==> src/rtl/sync_fifo_wconv_pkg.sv <==
// Shared helpers for the width-converting FIFO: ratio derivation and read-lane ordering.
package sync_fifo_wconv_pkg;

  function automatic int clog2(input int unsigned v);
    int r;
    r = 0;
    while ((32'd1 << r) < v) r++;
    return r;
  endfunction

  function automatic int wconv_shift(input int unsigned wr_w, input int unsigned rd_w);
    return clog2(wr_w / rd_w);
  endfunction

  // Physical lane for a sub-word index; mirrored when the MSB lane leads.
  function automatic int unsigned lane_sel(input int unsigned sub, input int unsigned shift,
                                           input bit lsb_first);
    return lsb_first ? sub : ((32'd1 << shift) - 32'd1 - sub);
  endfunction

endpackage

==> src/rtl/sync_fifo_wconv_if.sv <==
// Handshake, level and config bundle of the width-converting FIFO.
interface sync_fifo_wconv_if #(
  parameter int WR_DATA_WIDTH  = 64,
  parameter int RD_DATA_WIDTH  = 16,
  parameter int WR_DEPTH_WIDTH = 4
);
  localparam int RD_DEPTH_WIDTH =
    WR_DEPTH_WIDTH + sync_fifo_wconv_pkg::wconv_shift(WR_DATA_WIDTH, RD_DATA_WIDTH);

  logic                      wr_en;
  logic [WR_DATA_WIDTH-1:0]  wr_data;
  logic                      wr_full;
  logic                      almost_full;
  logic [WR_DEPTH_WIDTH:0]   wr_water_level;
  logic                      rd_en;
  logic [RD_DATA_WIDTH-1:0]  rd_data;
  logic                      rd_valid;
  logic                      rd_empty;
  logic                      almost_empty;
  logic [RD_DEPTH_WIDTH:0]   rd_water_level;
  logic [WR_DEPTH_WIDTH:0]   cfg_afull_th;
  logic [RD_DEPTH_WIDTH:0]   cfg_aempty_th;
  logic                      err_clr;
  logic                      overflow;
  logic                      underflow;

  modport master (
    output wr_en, wr_data, rd_en, cfg_afull_th, cfg_aempty_th, err_clr,
    input  wr_full, almost_full, wr_water_level, rd_data, rd_valid, rd_empty,
           almost_empty, rd_water_level, overflow, underflow
  );

  modport slave (
    input  wr_en, wr_data, rd_en, cfg_afull_th, cfg_aempty_th, err_clr,
    output wr_full, almost_full, wr_water_level, rd_data, rd_valid, rd_empty,
           almost_empty, rd_water_level, overflow, underflow
  );
endinterface

==> src/rtl/sync_fifo_wconv_ram.sv <==
// Simple dual-port storage with a registered read port; the array itself is never reset.
module sync_fifo_wconv_ram #(
  parameter int DW = 64,
  parameter int AW = 4
) (
  input  logic          clk,
  input  logic          rst_n,
  input  logic          we,
  input  logic [AW-1:0] waddr,
  input  logic [DW-1:0] wdata,
  input  logic          re,
  input  logic [AW-1:0] raddr,
  output logic [DW-1:0] rdata
);
  logic [DW-1:0] mem [2**AW];

  always_ff @(posedge clk) begin
    if (we) mem[waddr] <= wdata;
  end

  always_ff @(posedge clk) begin
    if (!rst_n)  rdata <= '0;
    else if (re) rdata <= mem[raddr];
  end
endmodule

==> src/rtl/sync_fifo_wconv.sv <==
// Single-clock wide-to-narrow FIFO with registered flags/levels and selectable lane order.
// Optional sticky overflow/underflow flags: define SYNC_FIFO_WCONV_ERR_EN.
module sync_fifo_wconv
  import sync_fifo_wconv_pkg::*;
#(
  parameter int WR_DATA_WIDTH  = 64,
  parameter int RD_DATA_WIDTH  = 16,
  parameter int WR_DEPTH_WIDTH = 4,
  parameter int LSB_FIRST      = 1
) (
  input logic              clk,
  input logic              rst_n,
  sync_fifo_wconv_if.slave bus
);
  localparam int SHIFT          = wconv_shift(WR_DATA_WIDTH, RD_DATA_WIDTH);
  localparam int RD_DEPTH_WIDTH = WR_DEPTH_WIDTH + SHIFT;
  localparam int NUM_LANES      = 1 << SHIFT;
  localparam int LW             = (SHIFT == 0) ? 1 : SHIFT;

  typedef logic [WR_DEPTH_WIDTH:0] wptr_t;
  typedef logic [RD_DEPTH_WIDTH:0] rptr_t;
  localparam wptr_t FULL_LVL  = wptr_t'(1) << WR_DEPTH_WIDTH;
  localparam rptr_t LANE_MASK = rptr_t'(NUM_LANES - 1);

  wptr_t wr_ptr, wr_nxt, wr_lvl, wr_lvl_nxt;
  rptr_t rd_ptr, rd_nxt, rd_lvl, rd_lvl_nxt;
  logic  full_q, empty_q, afull_q, aempty_q, rd_vld_q;
  logic  wr_acc, rd_acc;
  logic [LW-1:0] lane, lane_q;
  logic [WR_DATA_WIDTH-1:0] ram_q;
  logic [NUM_LANES-1:0][RD_DATA_WIDTH-1:0] lanes;

  // Acceptance uses the registered flags, so a same-cycle read never rescues a write at full.
  assign wr_acc = bus.wr_en & ~full_q;
  assign rd_acc = bus.rd_en & ~empty_q;
  assign lane   = LW'(lane_sel(32'(rd_ptr & LANE_MASK), SHIFT, LSB_FIRST != 0));

  always_comb begin
    wr_nxt     = wr_ptr + wptr_t'(wr_acc);
    rd_nxt     = rd_ptr + rptr_t'(rd_acc);
    // A partially drained wide slot still counts as occupied (floor of rd_ptr).
    wr_lvl_nxt = wr_nxt - wptr_t'(rd_nxt >> SHIFT);
    rd_lvl_nxt = (rptr_t'(wr_nxt) << SHIFT) - rd_nxt;
  end

  always_ff @(posedge clk) begin
    if (!rst_n) begin
      wr_ptr   <= '0;
      rd_ptr   <= '0;
      wr_lvl   <= '0;
      rd_lvl   <= '0;
      full_q   <= 1'b0;
      empty_q  <= 1'b1;
      afull_q  <= 1'b0;
      aempty_q <= 1'b1;
      rd_vld_q <= 1'b0;
      lane_q   <= '0;
    end else begin
      wr_ptr   <= wr_nxt;
      rd_ptr   <= rd_nxt;
      wr_lvl   <= wr_lvl_nxt;
      rd_lvl   <= rd_lvl_nxt;
      full_q   <= (wr_lvl_nxt == FULL_LVL);
      empty_q  <= (rd_lvl_nxt == '0);
      afull_q  <= (wr_lvl_nxt >= bus.cfg_afull_th);
      aempty_q <= (rd_lvl_nxt <= bus.cfg_aempty_th);
      rd_vld_q <= rd_acc;
      if (rd_acc) lane_q <= lane;
    end
  end

  sync_fifo_wconv_ram #(.DW(WR_DATA_WIDTH), .AW(WR_DEPTH_WIDTH)) u_ram (
    .clk   (clk),
    .rst_n (rst_n),
    .we    (wr_acc),
    .waddr (wr_ptr[WR_DEPTH_WIDTH-1:0]),
    .wdata (bus.wr_data),
    .re    (rd_acc),
    .raddr (rd_ptr[RD_DEPTH_WIDTH-1:SHIFT]),
    .rdata (ram_q)
  );

  // RAM word and lane index both hold between reads, so rd_data holds too.
  assign lanes              = ram_q;
  assign bus.rd_data        = lanes[lane_q];
  assign bus.rd_valid       = rd_vld_q;
  assign bus.wr_full        = full_q;
  assign bus.rd_empty       = empty_q;
  assign bus.almost_full    = afull_q;
  assign bus.almost_empty   = aempty_q;
  assign bus.wr_water_level = wr_lvl;
  assign bus.rd_water_level = rd_lvl;

`ifdef SYNC_FIFO_WCONV_ERR_EN
  logic ovf_q, udf_q;
  // A new error event outranks a clear in the same cycle.
  always_ff @(posedge clk) begin
    if (!rst_n) begin
      ovf_q <= 1'b0;
      udf_q <= 1'b0;
    end else begin
      ovf_q <= (bus.wr_en & full_q)  | (ovf_q & ~bus.err_clr);
      udf_q <= (bus.rd_en & empty_q) | (udf_q & ~bus.err_clr);
    end
  end
  assign bus.overflow  = ovf_q;
  assign bus.underflow = udf_q;
`else
  logic unused_err_clr;
  assign unused_err_clr = bus.err_clr;
  assign bus.overflow   = 1'b0;
  assign bus.underflow  = 1'b0;
`endif
endmodule
==> src/flat_wrapper.sv <==
// flat-port wrapper written by rule: the top's interface ports become plain ports
module sync_fifo_wconv_flat import sync_fifo_wconv_pkg::*;
#(
  parameter int WR_DATA_WIDTH  = 64,
  parameter int RD_DATA_WIDTH  = 16,
  parameter int WR_DEPTH_WIDTH = 4,
  parameter int LSB_FIRST      = 1
)
  (clk, rst_n, bus_wr_en, bus_wr_data, bus_rd_en, bus_cfg_afull_th, bus_cfg_aempty_th, bus_err_clr, bus_wr_full, bus_almost_full, bus_wr_water_level, bus_rd_data, bus_rd_valid, bus_rd_empty, bus_almost_empty, bus_rd_water_level, bus_overflow, bus_underflow);
  sync_fifo_wconv_if #(.WR_DATA_WIDTH(WR_DATA_WIDTH), .RD_DATA_WIDTH(RD_DATA_WIDTH), .WR_DEPTH_WIDTH(WR_DEPTH_WIDTH)) bus_i ();
  input logic clk;
  input logic rst_n;
  input wire logic [$bits(bus_i.wr_en)-1:0] bus_wr_en;
  input wire logic [$bits(bus_i.wr_data)-1:0] bus_wr_data;
  input wire logic [$bits(bus_i.rd_en)-1:0] bus_rd_en;
  input wire logic [$bits(bus_i.cfg_afull_th)-1:0] bus_cfg_afull_th;
  input wire logic [$bits(bus_i.cfg_aempty_th)-1:0] bus_cfg_aempty_th;
  input wire logic [$bits(bus_i.err_clr)-1:0] bus_err_clr;
  output wire logic [$bits(bus_i.wr_full)-1:0] bus_wr_full;
  output wire logic [$bits(bus_i.almost_full)-1:0] bus_almost_full;
  output wire logic [$bits(bus_i.wr_water_level)-1:0] bus_wr_water_level;
  output wire logic [$bits(bus_i.rd_data)-1:0] bus_rd_data;
  output wire logic [$bits(bus_i.rd_valid)-1:0] bus_rd_valid;
  output wire logic [$bits(bus_i.rd_empty)-1:0] bus_rd_empty;
  output wire logic [$bits(bus_i.almost_empty)-1:0] bus_almost_empty;
  output wire logic [$bits(bus_i.rd_water_level)-1:0] bus_rd_water_level;
  output wire logic [$bits(bus_i.overflow)-1:0] bus_overflow;
  output wire logic [$bits(bus_i.underflow)-1:0] bus_underflow;
  assign bus_i.wr_en = bus_wr_en;
  assign bus_i.wr_data = bus_wr_data;
  assign bus_i.rd_en = bus_rd_en;
  assign bus_i.cfg_afull_th = bus_cfg_afull_th;
  assign bus_i.cfg_aempty_th = bus_cfg_aempty_th;
  assign bus_i.err_clr = bus_err_clr;
  assign bus_wr_full = bus_i.wr_full;
  assign bus_almost_full = bus_i.almost_full;
  assign bus_wr_water_level = bus_i.wr_water_level;
  assign bus_rd_data = bus_i.rd_data;
  assign bus_rd_valid = bus_i.rd_valid;
  assign bus_rd_empty = bus_i.rd_empty;
  assign bus_almost_empty = bus_i.almost_empty;
  assign bus_rd_water_level = bus_i.rd_water_level;
  assign bus_overflow = bus_i.overflow;
  assign bus_underflow = bus_i.underflow;
  sync_fifo_wconv #(.WR_DATA_WIDTH(WR_DATA_WIDTH), .RD_DATA_WIDTH(RD_DATA_WIDTH), .WR_DEPTH_WIDTH(WR_DEPTH_WIDTH), .LSB_FIRST(LSB_FIRST)) u_core (.clk(clk), .rst_n(rst_n), .bus(bus_i));
endmodule
==> config.mk <==
export PLATFORM = sky130hd
export DESIGN_NAME = sync_fifo_wconv_flat
export DESIGN_NICKNAME = d
export VERILOG_FILES = /design/src/rtl/sync_fifo_wconv_pkg.sv /design/src/rtl/sync_fifo_wconv_if.sv /design/src/rtl/sync_fifo_wconv_ram.sv /design/src/rtl/sync_fifo_wconv.sv /design/src/flat_wrapper.sv
export SDC_FILE = /design/constraint.sdc
export NUM_CORES = 1
export LEC_CHECK = 0
export CORE_AREA = 3 3 271 273
export DETAILED_ROUTE_END_ITERATION = 10
export DIE_AREA = 0 0 274 276
export GPL_TIMING_DRIVEN = 0
export HOLD_SLACK_MARGIN = 0.08
export PLACE_DENSITY = 0.79
export SLEW_MARGIN = 0
export SYNTH_ARGS = -nofsm -noshare
export SYNTH_HDL_FRONTEND = slang
export SYNTH_SLANG_ARGS = --single-unit
==> constraint.sdc <==
create_clock -name clk -period 7.6 [get_ports clk]
set_clock_uncertainty 0.05 [all_clocks]
set_input_delay 0.76 -clock clk [delete_from_list [all_inputs] [get_ports clk]]
set_output_delay 0.76 -clock clk [all_outputs]
set_load 0.005 [all_outputs]
; ---- After elaboration in Yosys (flattened, before gate mapping)
; Memory sizes are Yosys's and may differ from the RTL's. A register that Yosys moved wholly into a read port is not among the register bits.
; Cells that the tools add are included.
; W data, S select, Z words.
[word_totals]
output_inout_bits = 35
word_cells = 29
inputBits = 81
memories = 1
ram_bits = 1024
register_bits = 31
[classes]
muxes = 4
n_eq_ne = 1
n_reduce_logical = 2
n_bitwise = 4
magnitude_cmp = 3
n_addsub = 4
[mem_list]
columns = name, words, width, read_ports, rd_ports_with_merged_regs, write_ports, line_no
row1 = u_core.u_ram.mem, 16, 64, 1, 1, 1, sync_fifo_wconv_ram.sv:15  ; logic [DW-1:0] mem [2**AW];
[ops]
columns = op, count
row1 = $bmux W16 S2, 1
row2 = $mux W16, 1
row3 = $add A7 B1 Y7, 1
row4 = $le A7 B7 Y1, 1
row5 = $logic_not A7 Y1, 1
row6 = $sub A7 B7 Y7, 1
row7 = $add A5 B1 Y5, 1
row8 = $eq A5 B5 Y1 const B, 1
row9 = $ge A5 B5 Y1, 1
row10 = $sub A5 B5 Y5, 1
row11 = $lt A2 B3 Y1 const B, 1
row12 = $and A1 B1 Y1, 2
row13 = $mux W1, 2
row14 = $not A1 Y1, 2
row15 = $logic_not A1 Y1, 1

; ---- Logic depth before layout (Yosys ltp)
; Gate-level depths: netlist (run 1).
[depth]
depth_word = 5
ltp_mapped = 17
ltp_nobuf = 16

; ---- Cells and area by module
; A second synthesis (run 1) with hierarchy kept.
[hier_totals]
hier_cells = 2600
area_unflattened_um2 = 43541.8
[modules_own_cells]
columns = module, area_per_inst_um2, seq_area_each_um2, cells_per_inst, instances
row1 = sync_fifo_wconv_ram, 41468.5, 32030.7, 2403, 1
row2 = sync_fifo_wconv, 2073.2, 600.6, 197, 1

; ---- Worst setup path after synthesis (run 1)
; Ideal clock, no wire load.
[synth_path]
path_kind = input to register
start = in bus_wr_en
end = mem u_core.u_ram.mem[0][0], enable pin
path_slack_ns = 1.076
t_arrival_ns = 5.909
path_buffers = 0
path_stages = 3
setup_time_ns = 0.565
t_required_ns = 6.985
cell_sequence = nor2b_1 > or3b_2 > nor3_1
[synth_via]
elab_chain_len = 3
[synth_rtl]
columns = element, line_no
row1 = from (decl), flat_wrapper.sv:13  ; input wire logic [$bits(bus_i.wr_en)-1:0] bus_wr_en;
row2 = $and A1 B1 Y1, sync_fifo_wconv.sv:34  ; assign wr_acc = bus.wr_en & ~full_q;
row3 = $mux W1, sync_fifo_wconv_ram.sv:18  ; if (we) mem[waddr] <= wdata;
row4 = $mux W1 (not written as such), sync_fifo_wconv_ram.sv:18
row5 = to (decl), sync_fifo_wconv_ram.sv:15
; Every way passes these cells.

; ---- Final worst setup path (run 1)
[layout_path]
start = in bus_rd_en
end = reg u_core.aempty_q (netlist: u_core.bus.almost_empty)
[layout_via]
elab_chain_len = 4
[layout_rtl]
columns = element, line_no
row1 = from (decl), flat_wrapper.sv:15  ; input wire logic [$bits(bus_i.rd_en)-1:0] bus_rd_en;
row2 = $and A1 B1 Y1, sync_fifo_wconv.sv:35  ; assign rd_acc = bus.rd_en & ~empty_q;
row3 = named net u_core.rd_acc, sync_fifo_wconv.sv:28  ; logic wr_acc, rd_acc;
row4 = $add A7 B1 Y7, sync_fifo_wconv.sv:40  ; rd_nxt = rd_ptr + rptr_t'(rd_acc);
row5 = $sub A7 B7 Y7, sync_fifo_wconv.sv:43  ; rd_lvl_nxt = (rptr_t'(wr_nxt) << SHIFT) - rd_nxt;
row6 = named net u_core.rd_lvl_nxt[6], sync_fifo_wconv.sv:26  ; rptr_t rd_ptr, rd_nxt, rd_lvl, rd_lvl_nxt;
row7 = $le A7 B7 Y1, sync_fifo_wconv.sv:66  ; aempty_q <= (rd_lvl_nxt <= bus.cfg_aempty_th);
row8 = to (signal assigned), sync_fifo_wconv.sv:66
row9 = to (decl), sync_fifo_wconv.sv:27  ; logic full_q, empty_q, afull_q, aempty_q, rd_vld_q;
; The timed path passes the listed nets, and every way through them passes these cells.
; A chain may end at the register's enable or synchronous reset.

==> results.yml, run 1 <==
cts:
  cts_buffers: 106
  clock_path_buffers: 3
  htreeDepth: 3
  cts-root-buf: "clkbuf_16"
  cts_num_sinks: 1118
  cts_tree: "done"
  clk_pin_slew_ns: 0.06
  cts_resized: 0
  postCtsSetupRepairBufs: 0
  clk_latency_ns: 0.66
  cts-hold-fix-buffers: 0
route:
  drt_iter0_drc: 2918
  dr.pass1.iters: 6
  drc: 0
  via_per_inst: 6.736
  routed_wl_um: 108400
  num_vias: 21840
  highest_layer: "met5"
  wl_per_cell_um: 33.45
  drt-met1-wl_um: 37540
  wl_met2_um: 55580
  ant_nets: 0
  wl_met3_um: 11360
setup_path:
  critPathLaunchType: "input pin"
  critical_path_class: "input pin to flop"
  cp_data_required_time_ns: 8.06
  r2r_slack_ns: 3.17
  critPathArrivalTime_ns: 5.17
  cp_max_fo: 10
  worst_setup_path_end_kind: "flop"
finish:
  final_nets: 2304
  drive_above_1_share_pct: 28.02
  area_delta_synth_final_pct: 17.00
  final_cells: 3242
synth:
  syn_area_um2: 42760
  avgSynthCellArea_um2: 22.35
  synthCells: 1913
  synth_seq_cells: 1118
  yosys_warnings: 0
  synth_enable_flop_cells: 1024
  synth_seq_area_share_pct: 76.31
  async_flop_share_pct: 0
  netlist-cell-type-count: 43
  ys.flop_type: "edfxtp_1"
timing:
  setup_slack_ns: 2.886
  setup_viol_count_final: 0
  period_share_pct: 62.03
  fin_crit_ns: 4.714
  worst_pin_slew_ns: 1.091
  drv_slew: 0
  fin_tns_setup_ns: 0
  slew_headroom_pct: 27.25
  fmax_mhz: 212.1
  rsz0062_at_grt: "false"
  hold_violations: 0
global_route:
  gr-usage-all-layers_pct: 29.40
  grt_max_degree: 24
  grt_pass1_vias: 22550
  globalRoute.totalOverflow: 0
  antenna_found_initial: 9
  grt_first_pass_wirelength_um: 158000
die:
  rows: 98
  io_pins: 116
  fp.dieW_um: 274
  core_um2: 71360
  die_y_um: 276
  initial_core_util_pct: 59.92
  fp.dieArea_um2: 75620
pwr:
  leakage_nw: 15.55
  ir_worst_vdd_uv: 184.2
  finalPower_mw: 12.96
  p_per_area_nw_per_um2: 259.1
place:
  dp_cells: 3044
  io_buffers: 111
  dp_hpwl_um: 66030
  post-place-ws_ns: 2.342
  place_congestion: 0.8819
hold_path:
  hold_path.class: "input pin to flop"
status:
  status: "completed"
run:
  maxCapViolCount: 0
-- synth_stat cells (all sizes together), types with 4 or more instances --
cell | instances | area share (%)
a21boi | 66 | 1.2
a21oi | 8 | 0.10
and2 | 19 | 0.28
buf | 54 | 0.68
clkbuf | 51 | 0.45
dfxtp | 94 | 4.4
edfxtp | 1024 | 72
ha | 21 | 0.61
inv | 16 | 0.14
mux4 | 336 | 18
nand2 | 137 | 1.2
nand2b | 6 | 0.088
nand3 | 7 | 0.082
nor2 | 17 | 0.17
nor2b | 12 | 0.18
nor3 | 4 | 0.047
o21ai | 6 | 0.070
xnor2 | 9 | 0.18
xor2 | 9 | 0.24
-- critical path: stages --
cell and delay [ns]:
clkdlybuf4s50_1 0.60, nand2b_1 0.17, inv_2 0.16, clkbuf_1 0.45, ha_1 0.31, ha_1 0.26
xor2_2 0.23, ha_1 0.35, nand2_1 0.11, o21ai_1 0.08, maj3_2 0.35, maj3_2 0.32
a21oi_2 0.18, xor2_2 0.11, ha_1 0.31, nand3_1 0.09, o21ai_0 0.17, o211ai_1 0.12
-- sequential cells by signal, summed over array words and instances, names as in the netlist, 2 cells and up --
name,count
u_core.rd_ptr,6
u_core.lane_q,2
u_core.u_ram.mem,1024
u_core.u_ram.rdata,64
u_core.bus.rd_water_level,7
u_core.bus.wr_water_level,5
u_core.wr_ptr,5
-- cell usage in the layout, fill, tap and decap left out, types with 17 or more instances in the layout --
| master | synthesis | layout |
|---|---|---|
| a21boi_0 | 66 | 66 |
| and2_1 | 18 | 18 |
| buf_12 | 0 | 19 |
| buf_16 | 0 | 17 |
| buf_2 | 34 | 34 |
| buf_6 | 2 | 28 |
| clkbuf_1 | 51 | 75 |
| clkbuf_16 | 0 | 109 |
| clkdlybuf4s50_1 | 0 | 111 |
| clkinv_2 | 0 | 17 |
| dfxtp_1 | 94 | 94 |
| edfxtp_1 | 1024 | 1024 |
| ha_1 | 21 | 21 |
| mux4_2 | 336 | 336 |
| nand2_1 | 137 | 137 |
-- logic make-up after synthesis --
logic type	share of synthesized area, %
other	0.008770
muxes	17.70
DFF	76.31
xor gates and xnor gates	0.4214
buffers and inverters	1.267
and+or+nand+nor	2.206
adders and majority gates	0.6671
AOI/OAI and AO/OA	1.422
-- report_power, final --
part / switching, mW / total, mW / internal [mW] / leakage [nW]
combinational: 0.360 / 0.618 / 0.258 / 3.77
clock: 2.23 / 5.45 / 3.22 / 1.77
sequential: 0.0539 / 6.89 / 6.84 / 10.0
-- final timing paths --
path                     startpoint                       to  cells past startpoint
min reg2reg  u_core.u_ram.rdata[25]   u_core.u_ram.rdata[25]                      2
min                           rst_n   u_core.u_ram.rdata[25]                      2
max reg2reg     u_core.bus.rd_empty  u_core.bus.almost_empty                     17
max                       bus_rd_en  u_core.bus.almost_empty                     18
-- area by class of cell --
cell class | count | area, um2
clock buffers | 148 | 3024
diodes | 4 | 10.01
fillers | 3919 | 21330
clock inverters | 46 | 589.3
repair buffers | 180 | 2342
well taps | 950 | 1189
plain buffers | 105 | 481.7
inverters | 16 | 60.06
flip-flops and latches | 1118 | 32630
multi-input cells | 675 | 9702
-- routing by layer --
layer | track usage (%) | up-vias
li1 | - | 8532
met2 | 48.31 | 1542
met1 | 39.09 | 11460
met3 | 6.656 | 296
met4 | 11.04 | 10
met5 | 0 | -
-- stage by stage --
step                hold slack, ns  util, %  instance area [um2]
finish                      0.4236    70.10                50030
detailed placement          0.4110    65.03                46410
global placement            0.4036    63.15                45060
global route                0.4400    70.10                50020
floorplan                   0.3902        -                42760
CTS                         0.3873    70.09                50020
Power figures use the tool's default switching activity.
==> run 2: changes to the inputs <==
Settings changed: CORE_AREA 3 3 271 273 to 3 3 283 285, DIE_AREA 0 0 274 276 to 0 0 286 288, PLACE_DENSITY 0.79 to 0.76.
Clock period 7.6 ns to 4.06 ns, I/O delays scaled along.
==> run 2 against run 1 <==
Sequential power rose by 87%. Core utilization decreased by 5.7 points. Power rose by 82%. Routed wire length fell by 4.7%. Worst setup slack worse by 2.7 ns. Sequential cell count unchanged. Highest routed layer unchanged.
==> results.yml, run 2 (synthesis gave the netlist of run 1 again) <==
finish:
  largest_reg_flops: 1024
  final_common_cell: "edfxtp_1"
  top_register: "u_core.u_ram.mem"
  fin_area_um2: 50000
  final_nets: 2299
  mostFrequentLayoutCells: "edfxtp_1 (1,024), mux4_2 (336), nand2_1 (137)"
  fill_cells: 4945
  drive_above_1_share_pct: 27.46
  area_delta_synth_final_pct: 16.92
pwr:
  clkPwrFrac_pct: 40.4
  p_per_area_nw_per_um2: 471.7
  power_frac_seq_pct: 54.7
  netSwitchingFraction_pct: 20.77
  leakage_nw: 15.42
  power_frac_comb_pct: 4.9
  p_sw_mw: 4.897
  p_int_mw: 18.68
  ir_worst_vdd_uv: 339.7
cts:
  cts-root-buf: "clkbuf_16"
  clk_pin_slew_ns: 0.06
  clk_latency_ns: 0.66
  cts_tree: "done"
  cts_buffers: 107
  htreeDepth: 3
  cts_num_sinks: 1118
  clock_path_buffers: 3
die:
  fp.dieArea_um2: 82370
  die_y_um: 288
  initial_core_util_pct: 55.11
  fp.dieW_um: 286
  core_um2: 77590
  io_pins: 116
  rows: 102
place:
  dp_hpwl_um: 66350
  io_buffers: 111
  place_area_um2: 46590
  post-place-ws_ns: -1.048
  place_congestion: 0.8754
setup_path:
  cp_max_fo: 9
  critPathArrivalTime_ns: 4.29
  r2r-end: "u_core.bus.almost_empty"
  critPathLaunchType: "flop"
  r2r_slack_ns: 0.23
  cp_cell_sequence: "nand2b_2 > inv_8 > ha_1 > ha_2 > xor2_2 > ha_2 > nand2_1 > o21ai_1 > maj3_2 > maj3_2 > a21oi_2 > xor2_2 > ha_1 > nand3_1 > o21ai_0 > o211ai_1"
  cp-startpoint: "u_core.bus.rd_empty"
  crit_buf_inv: 1
  critical_path_class: "flop to flop"
  r2r_cells: 16
  critPathMaxStageDelay_ns: 0.35
  worst_setup_path_end_kind: "flop"
  rr_startpoint: "u_core.bus.rd_empty"
  cp_data_required_time_ns: 4.52
  slowest_stage: "ha_2"
  path_delay_family: "adder cells"
route:
  dr.pass1.iters: 7
  num_vias: 21080
  drc: 0
  via_per_inst: 6.325
  ant_nets: 0
  wl_per_cell_um: 31.03
  drt_iter0_drc: 2557
  routed_wl_um: 103400
global_route:
  gr-usage-met2_pct: 41.73
  globalRoute.totalOverflow: 0
  gr-usage-all-layers_pct: 25.62
  gr-max-usage-layer: "met2"
  use_met1_pct: 33.98
  grt_first_pass_wirelength_um: 150600
  grt_pass1_vias: 21940
  antenna_found_initial: 7
  grt_max_degree: 23
  use_met3_pct: 6.128
timing:
  period_share_pct: 94.30
  fmax_mhz: 261.2
  hold_violations: 0
  fin_tns_setup_ns: 0
  worst_pin_slew_ns: 1.236
  rsz0062_at_grt: "false"
  fin_crit_ns: 3.829
  fin_hold_ws_ns: 0.3281
  slew_headroom_pct: 17.60
  drv_slew: 0
  setup_slack_ns: 0.2315
  setup_viol_count_final: 0
status:
  status: "completed"
hold_path:
  hold_path.class: "input pin to flop"
  min_from: "rst_n"
  holdPathStages: 2
  holdPathEnd: "u_core.u_ram.rdata[22]"
run:
  maxCapViolCount: 0
## run 2: area by class of cell
class                           instances  area [um2]  share of cell area, %
Sequential cell                      1118       32630                  65.27
Multi-Input combinational cell        675        9734                  19.47
Clock buffer                          151        2989                  5.979
Timing Repair Buffer                  175        2415                  4.830
Tap cell                             1040        1301                  2.603
Buffer                                104       478.0                 0.9560
Clock inverter                         48       366.6                 0.7333
Inverter                               16       67.56                 0.1351
Antenna cell                            5       12.51                0.02503
## run 2: what timing repair did
item | 4_1_cts | 5_1_grt
endpoints found under the setup margin | 3 | 1
hold buffers | 1 | 0
gates resized for setup | 2 | 5
gates cloned | 0 | 0
endpoints found under the hold margin | 30 | 0
buffers inserted | 0 | 2
pin swaps | 0 | 0
## run 2: worst max path at each step
| stage | end | depth (start not counted) |
|---|---|---|
| final | u_core.bus.almost_empty | 16 |
| after CTS | u_core.bus.almost_empty | 16 |
| after detailed placement | u_core.bus.almost_empty | 18 |
| after floorplan | u_core.u_ram.mem[4][0] | 3 |
| after global placement | u_core.u_ram.mem[12][46] | 4 |
| after global routing | u_core.bus.almost_empty | 16 |
## run 2: through the flow
stage | utilization [%] | std cells | total power, mW
after global placement | 58.26 | 3065 | 14.15
after floorplan | - | 1914 | 13.62
after CTS | 64.38 | 3325 | 23.68
after detailed placement | 60.04 | 3126 | 14.27
final | 64.43 | 3332 | 23.58
after global routing | 64.42 | 3329 | 24.23
## run 2: power groups by stage
stage | registers, mW | logic, mW | clock network [mW]
2_1_floorplan | 13.1 | 0.517 | 0
3_3_place_gp | 13.1 | 1.00 | 0
3_5_place_dp | 13.1 | 1.14 | 0
4_1_cts | 12.9 | 1.15 | 9.64
5_1_grt | 12.9 | 1.24 | 10.1
6_report | 12.9 | 1.16 | 9.53
## run 2: layer usage
layer	vias up	share of wire, %
li1	8513	-
met1	11180	37
met2	1153	50
met3	215	9.4
met4	10	3.6
met5	-	0.072
==> run 3: changes to the inputs <==
Settings changed: CTS_CLUSTER_SIZE set to 40, SKIP_LAST_GASP set to 1.
==> results of run 3 <==
No change in the layout: final DEF, timing and power equal those of run 2.
